===== src/rtl/mac_pkg.sv =====
// Shared definitions for the mac_stream block.
//   MAC_DWIDTH    default operand width per lane
//   MAC_LANES     default number of multiplier lanes per beat
//   frame_state_t frame tracking state at the accumulate stage
package mac_pkg;

    localparam int MAC_DWIDTH = 8;
    localparam int MAC_LANES  = 4;

    typedef enum logic {
        ST_IDLE  = 1'b0,
        ST_ACCUM = 1'b1
    } frame_state_t;

endpackage


===== src/rtl/mac_lane_sum.sv =====
// Registered multiply + adder-tree stage (S2) of mac_stream.
// Multiplies LANES operand pairs (signed or unsigned per beat) and sums
// them into an ACC_W-bit value, registered when en is high.
//   clk, reset          clock, synchronous active-high reset
//   en                  stage advance (low while the result port stalls)
//   vld, last           beat valid / frame-last flag from S1
//   is_signed, sat      per-beat mode bits from S1 (passed through)
//   a, b                packed lane operands
//   sum_vld, sum_last   registered valid / last
//   sum_signed, sum_sat registered mode bits
//   sum                 registered sum of products
module mac_lane_sum import mac_pkg::*; #(
    parameter int DWIDTH = MAC_DWIDTH,
    parameter int LANES  = MAC_LANES,
    parameter int ACC_W  = 3 * DWIDTH
) (
    input  logic                     clk,
    input  logic                     reset,
    input  logic                     en,
    input  logic                     vld,
    input  logic                     last,
    input  logic                     is_signed,
    input  logic                     sat,
    input  logic [LANES*DWIDTH-1:0]  a,
    input  logic [LANES*DWIDTH-1:0]  b,
    output logic                     sum_vld,
    output logic                     sum_last,
    output logic                     sum_signed,
    output logic                     sum_sat,
    output logic [ACC_W-1:0]         sum
);

    // One extra bit per operand lets a single signed multiplier serve both
    // modes: unsigned operands are zero-extended, signed ones sign-extended.
    localparam int PW    = 2 * DWIDTH + 2;
    localparam int NODES = 2 * LANES - 1;

    // Heap-ordered adder tree: node n sums nodes 2n+1 and 2n+2,
    // leaves sit at LANES-1 .. 2*LANES-2. Requires LANES a power of 2.
    logic signed [ACC_W-1:0] node [NODES];

    genvar i;
    generate
        for (i = 0; i < LANES; i++) begin : g_lane
            logic signed [DWIDTH:0] ea, eb;
            logic signed [PW-1:0]   prod;
            assign ea   = {is_signed & a[i*DWIDTH+DWIDTH-1], a[i*DWIDTH +: DWIDTH]};
            assign eb   = {is_signed & b[i*DWIDTH+DWIDTH-1], b[i*DWIDTH +: DWIDTH]};
            assign prod = PW'(ea) * PW'(eb);
            assign node[LANES-1+i] = ACC_W'(prod);
        end
        for (i = 0; i < LANES - 1; i++) begin : g_tree
            assign node[i] = node[2*i+1] + node[2*i+2];
        end
    endgenerate

    always_ff @(posedge clk) begin
        if (reset) begin
            sum_vld    <= 1'b0;
            sum_last   <= 1'b0;
            sum_signed <= 1'b0;
            sum_sat    <= 1'b0;
            sum        <= '0;
        end else if (en) begin
            sum_vld    <= vld;
            sum_last   <= last;
            sum_signed <= is_signed;
            sum_sat    <= sat;
            sum        <= node[0];
        end
    end

endmodule


===== src/rtl/mac_stream.sv =====
// Streaming multi-lane multiply-accumulate. Each accepted beat contributes
// the dot product of its lanes to a frame accumulator; the frame result is
// presented on the m_* port after the s_last beat completes.
// Pipeline: S1 input register, S2 multiply/adder tree, S3 accumulate.
//   clk, reset           clock, synchronous active-high reset
//   cfg_signed, cfg_sat  mode, latched on the first beat of each frame
//   s_valid/s_ready      input beat handshake
//   s_a, s_b, s_last     packed lane operands, frame-last flag
//   m_valid/m_ready      result handshake
//   m_data, m_ovf        frame result, sticky overflow/saturation flag
module mac_stream import mac_pkg::*; #(
    parameter int DWIDTH = MAC_DWIDTH,
    parameter int LANES  = MAC_LANES,
    parameter int ACC_W  = 3 * DWIDTH
) (
    input  logic                     clk,
    input  logic                     reset,
    input  logic                     cfg_signed,
    input  logic                     cfg_sat,
    input  logic                     s_valid,
    output logic                     s_ready,
    input  logic [LANES*DWIDTH-1:0]  s_a,
    input  logic [LANES*DWIDTH-1:0]  s_b,
    input  logic                     s_last,
    output logic                     m_valid,
    input  logic                     m_ready,
    output logic [ACC_W-1:0]         m_data,
    output logic                     m_ovf
);

    localparam logic [ACC_W-1:0] SMAX = {1'b0, {(ACC_W-1){1'b1}}};
    localparam logic [ACC_W-1:0] SMIN = {1'b1, {(ACC_W-1){1'b0}}};
    localparam logic [ACC_W-1:0] UMAX = {ACC_W{1'b1}};

    // A pending result that is not taken freezes the whole pipeline.
    logic adv, s_fire;
    assign adv     = !(m_valid && !m_ready);
    assign s_ready = adv;
    assign s_fire  = s_valid && adv;

    // Input-side frame tracking: mode is captured on the first beat and
    // travels with every beat of the frame, so later cfg changes are ignored.
    logic first_beat, lat_signed, lat_sat, beat_signed, beat_sat;
    assign beat_signed = first_beat ? cfg_signed : lat_signed;
    assign beat_sat    = first_beat ? cfg_sat    : lat_sat;

    always_ff @(posedge clk) begin
        if (reset) begin
            first_beat <= 1'b1;
            lat_signed <= 1'b0;
            lat_sat    <= 1'b0;
        end else if (s_fire) begin
            first_beat <= s_last;
            if (first_beat) begin
                lat_signed <= cfg_signed;
                lat_sat    <= cfg_sat;
            end
        end
    end

    // S1
    logic                    s1_vld, s1_last, s1_signed, s1_sat;
    logic [LANES*DWIDTH-1:0] s1_a, s1_b;

    always_ff @(posedge clk) begin
        if (reset) begin
            s1_vld    <= 1'b0;
            s1_last   <= 1'b0;
            s1_signed <= 1'b0;
            s1_sat    <= 1'b0;
            s1_a      <= '0;
            s1_b      <= '0;
        end else if (adv) begin
            s1_vld    <= s_valid;
            s1_last   <= s_last;
            s1_signed <= beat_signed;
            s1_sat    <= beat_sat;
            s1_a      <= s_a;
            s1_b      <= s_b;
        end
    end

    // S2
    logic             s2_vld, s2_last, s2_signed, s2_sat;
    logic [ACC_W-1:0] s2_sum;

    mac_lane_sum #(
        .DWIDTH (DWIDTH),
        .LANES  (LANES),
        .ACC_W  (ACC_W)
    ) u_lane_sum (
        .clk        (clk),
        .reset      (reset),
        .en         (adv),
        .vld        (s1_vld),
        .last       (s1_last),
        .is_signed  (s1_signed),
        .sat        (s1_sat),
        .a          (s1_a),
        .b          (s1_b),
        .sum_vld    (s2_vld),
        .sum_last   (s2_last),
        .sum_signed (s2_signed),
        .sum_sat    (s2_sat),
        .sum        (s2_sum)
    );

    // S3 frame FSM
    frame_state_t state, state_next;

    always_ff @(posedge clk) begin
        if (reset) state <= ST_IDLE;
        else       state <= state_next;
    end

    always_comb begin
        state_next = state;
        if (adv && s2_vld)
            state_next = s2_last ? ST_IDLE : ST_ACCUM;
    end

    // S3 accumulate. The add is done one bit wider so overflow is exact:
    // signed overflows when the two top bits disagree, unsigned on carry out.
    logic [ACC_W-1:0] acc, base, add_res, clamp;
    logic [ACC_W:0]   wide;
    logic             ovf_acc, add_ovf;

    assign base = (state == ST_IDLE) ? '0 : acc;

    always_comb begin
        wide    = '0;
        add_ovf = 1'b0;
        clamp   = UMAX;
        if (s2_signed) begin
            wide    = {base[ACC_W-1], base} + {s2_sum[ACC_W-1], s2_sum};
            add_ovf = wide[ACC_W] ^ wide[ACC_W-1];
            clamp   = wide[ACC_W] ? SMIN : SMAX;
        end else begin
            wide    = {1'b0, base} + {1'b0, s2_sum};
            add_ovf = wide[ACC_W];
        end
        add_res = (add_ovf && s2_sat) ? clamp : wide[ACC_W-1:0];
    end

    always_ff @(posedge clk) begin
        if (reset) begin
            acc     <= '0;
            ovf_acc <= 1'b0;
            m_valid <= 1'b0;
            m_data  <= '0;
            m_ovf   <= 1'b0;
        end else if (adv) begin
            if (s2_vld && s2_last) begin
                m_data  <= add_res;
                m_ovf   <= ovf_acc | add_ovf;
                m_valid <= 1'b1;
                acc     <= '0;
                ovf_acc <= 1'b0;
            end else begin
                // adv with m_valid high implies m_ready: the result is taken
                m_valid <= 1'b0;
                if (s2_vld) begin
                    acc     <= add_res;
                    ovf_acc <= ovf_acc | add_ovf;
                end
            end
        end
    end

endmodule


===== config.mk =====
export PLATFORM = sky130hd
export DESIGN_NAME = mac_stream
export DESIGN_NICKNAME = d
export VERILOG_FILES = /design/src/rtl/mac_pkg.sv /design/src/rtl/mac_lane_sum.sv /design/src/rtl/mac_stream.sv
export SDC_FILE = /design/constraint.sdc
export NUM_CORES = 1
export LEC_CHECK = 0
export ABC_AREA = 0
export BUFFER_PORTS_ARGS = -buffer_cell sky130_fd_sc_hd__buf_2
export CORE_MARGIN = 4
export CORE_UTILIZATION = 34
export CTS_CLUSTER_SIZE = 24
export DETAILED_ROUTE_END_ITERATION = 8
export SLEW_MARGIN = 20
export SYNTH_ARGS = -nofsm -noshare
export SYNTH_HDL_FRONTEND = slang
export SYNTH_SLANG_ARGS = --single-unit

===== constraint.sdc =====
create_clock -name clk -period 7.16 [get_ports clk]
set_input_delay 0.716 -clock clk [delete_from_list [all_inputs] [get_ports clk]]
set_output_delay 0.716 -clock clk [all_outputs]
set_load 0.1 [all_outputs]

**Word level (Yosys, flattened, before mapping)**

Cells that the tools add are included.

- Output and inout port bits: 27
- Memories kept: 0
- Bits in latches: 0
- Logic and storage cells: 64
- ROM bits: 0
- Input port bits: 71
- Register bits after elaboration: 147
- Bits in writable memories: 0

- Eq/ne operators: 0
- Shift-type cells: 0
- Muxes and demuxes: 14
- Add/subtract/negate cells: 5
- Bitwise logic cells: 11
- Order comparisons: 0
- Reductions and logical operators: 10
- Divide/modulo/power cells: 0
- Multipliers: 4

Operator list:

| operator | count |
|---|---|
| $mux 24 | 7 |
| $mul 9x9->18 | 4 |
| $add 18x18->19 | 2 |
| $add 24x20->25 | 1 |
| $add 24x24->25 | 1 |
| $add 19x19->20 | 1 |
| $and 1x1->1 | 8 |
| $mux 1 | 7 |
| $logic_and 1x1->1 | 5 |
| $reduce_and 2->1 | 2 |
| $logic_not 1->1 | 2 |
| $reduce_bool 2->1 | 1 |
| $not 1->1 | 1 |
| $or 1x1->1 | 1 |
| $xor 1x1->1 | 1 |

**Depth between registers and ports, before layout**

- Depth in word-level cells: 8
- Gate-level depth with buffers: 29
- Mapped depth without buffers: 27

**Modules after synthesis**

From an unflattened synthesis, not the netlist that was laid out.

- Cell total of the unflattened synthesis: 2,219
- Area, all modules: 20,494.7 sq um

By module, submodules not included:

| module | cells each | area each (sq um) | seq. area each (sq um) | instances |
|---|---|---|---|---|
| mac_lane_sum | 1,582 | 14,800.4 | 560.5 | 1 |
| mac_stream | 637 | 5,694.2 | 2,462.4 | 1 |

**Worst setup path before layout**

No wires, ideal clock.

- Path type: register to register
- Start: reg s1_signed
- End: reg u_lane_sum.sum[19] (netlist name)
- Cell stages (with the launch flop): 26
- Required time: 6.969 ns
- Arrival time: 6.778 ns
- Clock period less this slack: 6.969 ns
- Path buffers: 2
- Slack: 0.191 ns
- Setup time: 0.191 ns
- Path through: dfxtp_1 -> clkbuf_1 -> clkbuf_1 -> nand3_1 -> inv_1 -> fa_1 -> inv_1 -> fa_1 -> fa_1 -> fa_1 -> inv_1 -> fa_1 -> fa_1 -> fa_1 -> inv_1 -> fa_1 -> inv_1 -> ha_1 -> o21a_1 -> o21a_1 -> o21ai_0 -> o21ba_2 -> nor3_1 -> a21oi_1 -> xnor2_1 -> a211oi_1

- Word-level cells in the longest chain between the ends: 4
- Elaborated cells between the ends (all ways): 15
- Classes of those cells: add/sub (3); mul (4); bitwise (8)

RTL lines:

| what | line | text |
|---|---|---|
| start: declaration | mac_stream.sv:62 | `logic s1_vld, s1_last, s1_signed, s1_sat;` |
| start signal: assignment | mac_stream.sv:76 | `s1_signed <= beat_signed;` |
| $and 1x1->1 (on tied branches) | mac_lane_sum.sv:47, mac_lane_sum.sv:48 |  |
| $mul 9x9->18 | mac_lane_sum.sv:49 | `assign prod = PW'(ea) * PW'(eb);` |
| $add 18x18->19 | mac_lane_sum.sv:53 | `assign node[i] = node[2*i+1] + node[2*i+2];` |
| $add 19x19->20 (*) | mac_lane_sum.sv:53 |  |

Mark *: on every way between the ends. The rest lies on a longest branch, timed or not.
A chain may end at the register's enable or synchronous reset.

**Final worst setup path**

- Start: reg s1_signed
- End: reg u_lane_sum.sum[17]

- Word-level cells in the longest chain between the ends: 4
- Elaborated cells between the ends (all ways): 15
- Classes of those cells: add/sub (3); mul (4); bitwise (8)

RTL lines:

| what | line | text |
|---|---|---|
| $and 1x1->1 (on tied branches) | mac_lane_sum.sv:47, mac_lane_sum.sv:48 |  |
| $mul 9x9->18 | mac_lane_sum.sv:49 |  |
| $add 18x18->19 | mac_lane_sum.sv:53 |  |
| $add 19x19->20 (*) | mac_lane_sum.sv:53 |  |
| end signal: assignment | mac_lane_sum.sv:69 | `sum <= node[0];` |
| end: declaration | mac_lane_sum.sv:30 | `output logic [ACC_W-1:0] sum` |

Marked as above.

==> impl_metrics.yaml <==
global_route:
  track_usage_pct: 16.8
  antenna_found_initial: 1
  grt_pass1_vias: 15544
  grt_pass1_wl_um: 81100
  grt_max_degree: 89
  grt_overflow: 0
hold_path:
  hold_class: "register to register"
clock_network:
  cts_tree: "yes"
  clock_sinks: 147
  ctsHoldBuffers: 0
  insertion_delay_ps: 490
  cts_inserted_buffers: 17
  clk_path_buf_depth: 2
  clkTransAtPathRegs_ps: 80
  cts_root_buffer: "clkbuf_16"
  h-tree-depth: 4
job:
  cap_viol_max_count: 0
setup_path:
  crit_type: "register to register"
  cp_slowest_cell: "fa_1"
  cpPeakStageDelay_ps: 600
  critPathArrivalTime_ps: 7360
  worstPathMaxFanout: 6
  cp_common_cell: "fa_1"
  worst_ep_required_time_ps: 7560
  crit_chain: "buf_12 -> and2_2 -> nand2_1 -> fa_2 -> buf_4 -> fa_1 -> fa_1 -> fa_1 -> fa_1 -> fa_1 -> fa_1 -> fa_1 -> inv_1 -> ha_1 -> or4_4 -> o21ba_2 -> nor3_4 -> buf_4 -> xnor2_1 -> nand2_1 -> a21oi_1"
  crit_path_end_kind: "register"
  start_kind: "register"
finish:
  layout_commonest_cell: "inv_1"
  layout.nets: 2775
  seq_area_um2: 2960
  syn2layout_area_growth_pct: 11.5
  multiInputGateArea_um2: 14900
  antenna_cells: 0
  final_cell_mix: "inv_1 (390), fa_1 (387), nand2_1 (326)"
  n_fill_cell: 5705
  drive_above_1_share_pct: 12.6
  postLayoutCoreUtil_pct: 38.5
  design_area_um2: 21900
  instances_no_fill: 2954
die:
  num_rows: 87
  io_pins: 98
  fp.dieArea_um2: 61600
  coreArea_um2: 56800
  start_util_pct: 34.5
  die_h_um: 248
  die_width_um: 248
placed_design:
  placed_cell_area_um2: 21100
  gp_congestion: 0.882
  portBuffers: 97
  post-place-cells: 2916
  dpl.hpwl_um: 40500
drt:
  antenna_left: 0
  drt-initial-drc-count: 871
  firstDrtPassIters: 5
  wirelength_um: 49000
  via_per_inst: 4.85
  drc: 0
  routedWlPerCell_um: 16.6
  dr_total_vias: 14319
yosys:
  synthFlopType: "dfxtp_1"
  synthMuxAreaShare_pct: 0.204
  yosysUniqueCellTypes: 60
  synth-simple-area-share_pct: 15.1
  syn_inst: 2120
  ys_seq_elements: 147
  synth-xor-area-share_pct: 2.49
  syn_area_um2: 19600
  synth_top_family_by_area: "adder cells"
  yosys_warnings: 0
  syn_nets: 2710
  synthArstFlopShare_pct: 0
  synth_compound_area_share_pct: 8.93
  synth_fa_ha_area_share_pct: 48.3
  synth_area_per_cell_um2: 9.26
  synth-edff-count: 0
  yosysSeqAreaShare_pct: 15.0
outcome:
  status: "completed"
power:
  p_leak_nw: 10.0
  ir_drop_uv: 292
  p_per_area_nw_per_um2: 216
  p_total_mw: 4.72
timing:
  maxSlewViolCount: 0
  finalClockSkew_ps: 24.4
  period_needed_ps: 6960
  setup_tns_ps: 0
  hold_viol_final: 0
  slew_headroom_pct: 27.5
  fmax_ghz: 0.144
  setup_viol: 0
  min_period_over_period_pct: 97.2
  worstMarginPinSlew_ps: 1090
[final timing paths]
check | start | end | slack, ps | cells after the start
setup / recovery | s1_signed$_SDFFE_PP0N_ | u_lane_sum.sum[17]$_SDFFE_PP0N_ | 200 | 21
hold / removal | m_data[23]$_SDFFE_PP0P_ | m_data[23]$_SDFFE_PP0P_ | 460 | 2
setup reg to reg | s1_signed$_SDFFE_PP0N_ | u_lane_sum.sum[17]$_SDFFE_PP0N_ | 200 | 21
hold reg to reg | m_data[23]$_SDFFE_PP0P_ | m_data[23]$_SDFFE_PP0P_ | 460 | 2
[what timing repair did]
action / CTS / global route
gates resized for setup: 0 / 56
setup buffers: 0 / 4
endpoints found under the hold margin: 0 / 0
endpoints found under the setup margin: 0 / 7
[registers in the layout, summed over array words and instances, names as in the netlist, 20 cells and up]
register	count
s1_a	32
m_data	24
acc	24
s1_b	32
u_lane_sum.sum	20
[layout make-up]
type                    instances  area share [%]
flip-flops and latches        147            13.5
well taps                     756            4.32
inverters                     400            6.87
clock buffers                  17            1.94
clock inverters                15           0.852
multi-input cells            1460            67.9
repair buffers                159            4.59
[cell families (layout without fill, tap and decap cells)]
kind of cell / Yosys count / count (layout)
adders and majority gates: 519 / 519
and+or+nand+nor: 624 / 624
buffers and inverters: 513 / 591
DFF: 147 / 147
muxes: 4 / 4
xor gates and xnor gates: 55 / 55
AOI/OAI and AO/OA: 258 / 258
[report_power, final]
group	switching (mW)	internal, mW
Clock	0.433	0.530
Combinational	1.54	1.22
Sequential	0.101	0.903
[per-layer routing]
layer | vias up | part of all wire (%) | global-route usage, %
met3 | 72 | 4.1 | 2.39
li1 | 6634 | - | -
met2 | 308 | 53 | 30.3
met4 | 0 | 2.9 | 5.54
met5 | - | 0 | 0
met1 | 7305 | 40 | 20.6
[critical path: cells and delay by family (launching register included)]
kind,cells,cell delay (ps)
compound gates,2,390
xor+xnor,1,100
fa+ha+maj,9,4270
buf+inv,4,520
simple gates,5,1170
flops,1,410
[synth_stat cells, types with 4 or more instances]
master     number  share of area (%)
or4_1           4               0.15
nand2b_1        4               0.13
xnor2_1        41                1.8
fa_1          397                 40
nand3_1        22               0.56
o2111ai_1       4               0.18
o21ai_0        23               0.59
o211ai_1        4               0.15
or2_2          21               0.67
nand2_1       332                6.3
or3_1           5               0.16
inv_1         399                7.6
nor3_1          9               0.23
a211oi_1       12               0.46
clkbuf_1      101                1.9
and2_1        166                5.3
buf_1           4              0.076
ha_1          122                7.8
a21o_1          6               0.23
dfxtp_1       147                 15
a221o_1        46                2.3
buf_6           4               0.23
o21bai_1        4               0.15
xor2_1         13               0.58
o21a_1         10               0.38
mux2i_1         4               0.20
and3_1         13               0.41
a21oi_1       121                3.1
nor2_1         36               0.69
[metrics by stage]
step / hold WS [ps] / worst slack, ps
detailed placement: 446 / 42.9
global placement: 445 / 168
global route: 450 / -37.6
finish: 456 / 201
floorplan: 432 / 191
CTS: 414 / 3.92
Power figures use the tool's default switching activity.
